--- src/rtl/mux_arb.sv ---
// N-to-1 arbitrated multiplexer with a single registered output slot.
// Each input channel offers a word with valid/ready; one winner per cycle loads the
// output register, which is drained by a downstream valid/ready handshake.
// Optional feature: define MUX_ARB_RR_EN for round-robin arbitration; otherwise the
// lowest-index requesting channel always wins and no pointer register exists.
module mux_arb #(
   parameter int unsigned WIDTH = 8,
   parameter int unsigned N = 3,
   localparam int unsigned SW = (N > 1) ? $clog2(N) : 1
) (
   input  logic               clk,
   input  logic               reset,
   input  logic [N*WIDTH-1:0] in_data,
   input  logic [N-1:0]       in_valid,
   output logic [N-1:0]       in_ready,
   output logic [WIDTH-1:0]   out_data,
   output logic               out_valid,
   input  logic               out_ready,
   output logic [SW-1:0]      out_chan
);

   typedef enum logic {StEmpty, StFull} slot_state_e;

   slot_state_e      state;
   logic             slot_open;
   logic             in_xfer;
   logic             out_xfer;
   logic [N-1:0]     grant;
   logic [SW-1:0]    grant_idx;
   logic [WIDTH-1:0] grant_data;

`ifdef MUX_ARB_RR_EN
   logic [SW-1:0] rr_ptr;
   logic [N-1:0]  upper_req;
   logic [N-1:0]  pick;

   // Round-robin grant: prefer requesters at or above the pointer, else wrap to lowest.
   always_comb begin
      upper_req = in_valid & ({N{1'b1}} << rr_ptr);
      pick      = (|upper_req) ? upper_req : in_valid;
      grant     = pick & (~pick + N'(1));
   end

   // Pointer moves just past the channel that transferred; idle cycles leave it alone.
   always_ff @(posedge clk or posedge reset) begin
      if (reset) begin
         rr_ptr <= '0;
      end else if (in_xfer) begin
         rr_ptr <= (grant_idx == SW'(N - 1)) ? '0 : grant_idx + SW'(1);
      end
   end
`else
   // Fixed-priority grant: isolate the lowest set request bit.
   always_comb begin
      grant = in_valid & (~in_valid + N'(1));
   end
`endif

   // Encode the one-hot grant into an index and steer the winning word.
   always_comb begin
      grant_idx  = '0;
      grant_data = '0;
      for (int i = 0; i < N; i++) begin
         if (grant[i]) begin
            grant_idx  = SW'(i);
            grant_data = in_data[i*WIDTH +: WIDTH];
         end
      end
   end

   // Handshake decode; ready depends only on valids and slot state, never on data.
   always_comb begin
      out_valid = (state == StFull);
      out_xfer  = out_valid & out_ready;
      slot_open = ~out_valid | out_ready;
      in_ready  = (reset || !slot_open) ? '0 : grant;
      in_xfer   = |in_ready;
   end

   // Output slot: load on input transfer (also when draining), empty on drain only.
   always_ff @(posedge clk or posedge reset) begin
      if (reset) begin
         state    <= StEmpty;
         out_data <= '0;
         out_chan <= '0;
      end else if (in_xfer) begin
         state    <= StFull;
         out_data <= grant_data;
         out_chan <= grant_idx;
      end else if (out_xfer) begin
         state    <= StEmpty;
      end
   end

endmodule

--- config.mk ---
export PLATFORM = sky130hd
export DESIGN_NAME = mux_arb
export DESIGN_NICKNAME = d
export VERILOG_FILES = /design/src/rtl/mux_arb.sv
export SDC_FILE = /design/constraint.sdc
export NUM_CORES = 1
export LEC_CHECK = 0
export ABC_AREA = 1
export CAP_MARGIN = 20
export CORE_AREA = 2 2 39 41
export CTS_CLUSTER_DIAMETER = 80
export DETAILED_ROUTE_END_ITERATION = 10
export DIE_AREA = 0 0 41 43
export DONT_BUFFER_PORTS = 1
export PLACE_DENSITY_LB_ADDON = 0.1
export SLEW_MARGIN = 20
export SYNTH_ARGS = -nofsm -noshare
export SYNTH_HDL_FRONTEND = slang
export SYNTH_SLANG_ARGS = --single-unit
--- constraint.sdc ---
create_clock -name clk -period 1.3 [get_ports clk]
set_clock_uncertainty 0.15 [all_clocks]
set_input_delay 0.13 -clock clk [delete_from_list [all_inputs] [get_ports clk]]
set_output_delay 0.13 -clock clk [all_outputs]
set_load 0.02 [all_outputs]
==> impl_metrics.sql <==
INSERT INTO impl_metrics (metric_group, metric, value, unit) VALUES
('worst_setup_path', 'setup.worst_path.class', 'reg2out', ''),
('layout', 'finish.utilization', '77.9', '%'),
('global_routing', 'global_route.overflow_total', '0', ''),
('pwr', 'static-leakage-power', '0.539', 'nW'),
('die', 'initial_utilization', '50.7', '%'),
('sta', 'timing.fmax', '723', 'MHz'),
('sta', 'worstMarginPinSlew', '0.288', 'ns'),
('global_routing', 'first_global_vias', '809', ''),
('worst_setup_path', 'timing.critical_path.required', '1.02', 'ns'),
('sta', 'timing_max_transition_violations_final', '0', ''),
('sta', 'grt_setup_unrepaired', 'yes', ''),
('detailed_routing', 'drt-initial-drc-count', '16', ''),
('die', 'core_region_area', '1380', 'µm²'),
('sta', 'hold_ws', '-0.0834', 'ns'),
('cts', 'clock_sink_count', '11', ''),
('layout', 'antenna-diode-count', '0', ''),
('sta', 'report.final.hold_viol_count', '2', ''),
('detailed_routing', 'dr_total_vias', '808', ''),
('cts', 'clkLatencyLatePin', '0.27', 'ns'),
('cts', 'cts_htree_levels', '1', ''),
('worst_setup_path', 'critical_path.reg2reg.startpoint', 'out_valid', ''),
('die', 'design.portCount', '44', ''),
('yosys', 'ys.warnings.count', '0', ''),
('pwr', 'max-vdd-ir-drop', '0.801', 'mV'),
('global_routing', 'global_route.usage.total', '31.1', '%'),
('cts', 'clockRootBuffer', 'sky130_fd_sc_hd__clkbuf_4', ''),
('detailed_routing', 'wl_per_cell', '16.0', 'µm'),
('global_routing', 'largest_net_degree_at_the_start_of_global_routing', '13', ''),
('worst_setup_path', 'cp_max_fo', '3', ''),
('outcome', 'failed_checks', 'negative hold slack, negative setup slack', ''),
('yosys', 'synth.yosys.seq_area_share', '39.2', '%'),
('yosys', 'synth_cells', '93', ''),
('detailed_routing', 'wirelength', '2300', 'µm'),
('layout', 'drive_above_1_share', '25.0', '%'),
('cts', 'tritoncts', 'done', ''),
('die', 'die_y', '43', 'µm'),
('pwr', 'pwr_density_cell', '966', 'nW/µm²'),
('sta', 'post-route-min-period', '1.38', 'ns'),
('yosys', 'ys_types', '14', ''),
('sta', 'finalWorstSetupSlack', '-0.0832', 'ns'),
('cts', 'post_cts_hold_buffer_count', '24', ''),
('worst_setup_path', 'cp-start-kind', 'flop', ''),
('yosys', 'synth_fp_nets', '123', ''),
('sta', 'slew-limit-headroom', '80.7', '%'),
('die', 'chipWidth', '41', 'µm'),
('detailed_routing', 'drt_pre_antenna_iters', '4', ''),
('place', 'hpwlAfterDp', '1210', 'µm'),
('min_path', 'hold_path.class', 'in2reg', ''),
('detailed_routing', 'avgViaCountPerCell', '5.61', ''),
('cts', 'numCtsBuffers', '3', ''),
('yosys', 'netlist_area', '702', 'µm²'),
('place', 'routabilityCongestion', '0.739', ''),
('yosys', 'synth-seq-cells', '11', ''),
('die', 'die_area', '1760', 'µm²'),
('detailed_routing', 'ant_nets', '0', ''),
('place', 'place_inst', '110', ''),
('die', 'fp-row-count', '14', ''),
('job', 'max-cap-violations', '0', ''),
('detailed_routing', 'drcViolationCount', '0', ''),
('cts', 'max-clock-path-buffers', '2', ''),
('min_path', 'min-delay-start', 'reset', ''),
('yosys', 'avgSynthCellArea', '7.55', 'µm²'),
('sta', 'finalSetupViolations', '12', ''),
('cts', 'clkTransAtPathRegs', '0.07', 'ns'),
('place', 'port-buffer-count', '0', ''),
('outcome', 'run_status', 'finished with violations', ''),
('global_routing', 'antenna_found_initial', '0', ''),
('sta', 'portion_of_the_clock_cycle_consumed_by_the_worst_path_in_the_final_layout', '106', '%'),
('worst_setup_path', 'worst_setup_path_end_kind', 'output pin', ''),
('worst_setup_path', 'setup.worst_path.start', 'out_valid', ''),
('layout', 'fin_cells', '144', ''),
('global_routing', 'first_pass_grt_wire_length', '3590', 'µm'),
('layout', 'areaGrowthSynthToFinish', '53.7', '%'),
('worst_setup_path', 'timing.critical_path.arrival', '1.10', 'ns'),
('layout', 'num-nets-final', '159', '');
==> metal layers <==
layer	global-route usage, %	wire, µm	up-vias
li1	-	-	371
met1	34.5	833	380
met2	54.1	1210	46
met3	6.28	179	11
met4	12.0	82	0
met5	0	0	-
==> flip-flops by register name (all words and copies together) (netlist names) <==
signal and count:
out_chan 2, out_valid 1, out_data 8
==> power breakdown <==
part | total, W | leakage [nW] | internal [W] | switching [W]
sequential | 0.000519 | 0.139 | 0.000400 | 0.000118
clock | 0.000242 | 0.0150 | 0.000119 | 0.000123
combinational | 0.000281 | 0.385 | 0.000143 | 0.000138
total | 0.00104 | 0.539 | 0.000662 | 0.000379
==> Yosys cell counts, drive strengths merged <==
library cell | number | area, µm²
a21oi | 1 | 8.76
buf | 4 | 28.8
dfrtp | 11 | 275
inv | 7 | 26.3
nand2 | 40 | 163
nand3 | 27 | 165
nor2 | 2 | 22.5
o211ai | 1 | 12.5
==> path summary, 6_finish.rpt <==
| path | end | slack [ns] | depth (start not counted) |
|---|---|---|---|
| worst max-delay path | in_ready[0] | -0.08 | 3 |
| worst min-delay path | out_chan[0] | -0.08 | 3 |
| worst max register to register | out_data[6] | -0.06 | 6 |
| worst min register to register | out_data[3] | 0.50 | 2 |
| max in group asynchronous | out_data[2] | 0.62 | 3 |
| min in group asynchronous | out_valid | 0.22 | 3 |
==> cell type report <==
type                       instances  area, µm²
inverter                           7       31.3
tap                               16       20.0
clock buffer                       4       26.3
multi-input combinational         71        395
timing repair buffer              35        330
sequential                        11        275
fill                              92        305
==> stage by stage <==
step | area (µm²) | hold slack, ns | TNS (ns) | total power, W | setup WS, ns
after floorplan | 702 | -0.152 | 0 | 0.000666 | 0.00940
after global placement | 731 | -0.0955 | 0 | 0.000705 | 0.0221
after detailed placement | 731 | -0.0788 | -0.0328 | 0.000709 | -0.0117
after CTS | 1070 | -0.0902 | -0.385 | 0.00102 | -0.0781
after global routing | 1080 | -0.0666 | -1.03 | 0.00109 | -0.132
final | 1080 | -0.0834 | -0.602 | 0.00104 | -0.0832
==> worst max-delay path, cell delays in order (launching register included) <==
cell and delay [ns]:
sky130_fd_sc_hd__dfrtp_1 0.41, sky130_fd_sc_hd__a21oi_4 0.19, sky130_fd_sc_hd__nand2_1 0.11, sky130_fd_sc_hd__inv_2 0.11
==> kinds of logic after synthesis <==
kind of cell,synth area share (%)
AND/OR/NAND/NOR,49.9
flip-flops,39.2
buffers and inverters,7.84
AO/OA/AOI/OAI,3.03
==> timing repair <==
action                     4_1_cts  5_1_grt
pin swaps                        1        0
buffers inserted                 5        1
resized for setup                9        1
hold endpoints to repair        20        1
setup endpoints to repair       11       13
==> cell usage in the layout (no fill, tap or decap) <==
cell / instances
sky130_fd_sc_hd__buf_6: 2
sky130_fd_sc_hd__inv_1: 3
sky130_fd_sc_hd__clkbuf_4: 3
sky130_fd_sc_hd__nor2_4: 2
sky130_fd_sc_hd__clkbuf_1: 1
sky130_fd_sc_hd__inv_4: 2
sky130_fd_sc_hd__nand2_1: 36
sky130_fd_sc_hd__nand3_1: 21
sky130_fd_sc_hd__o211ai_4: 1
sky130_fd_sc_hd__buf_4: 9
sky130_fd_sc_hd__dfrtp_1: 11
sky130_fd_sc_hd__nand3_2: 6
sky130_fd_sc_hd__nand2_2: 2
sky130_fd_sc_hd__a21oi_4: 1
sky130_fd_sc_hd__nand2_4: 2
sky130_fd_sc_hd__inv_2: 2
sky130_fd_sc_hd__dlygate4sd3_1: 24
Note: power is estimated with default switching activity, not from simulation.
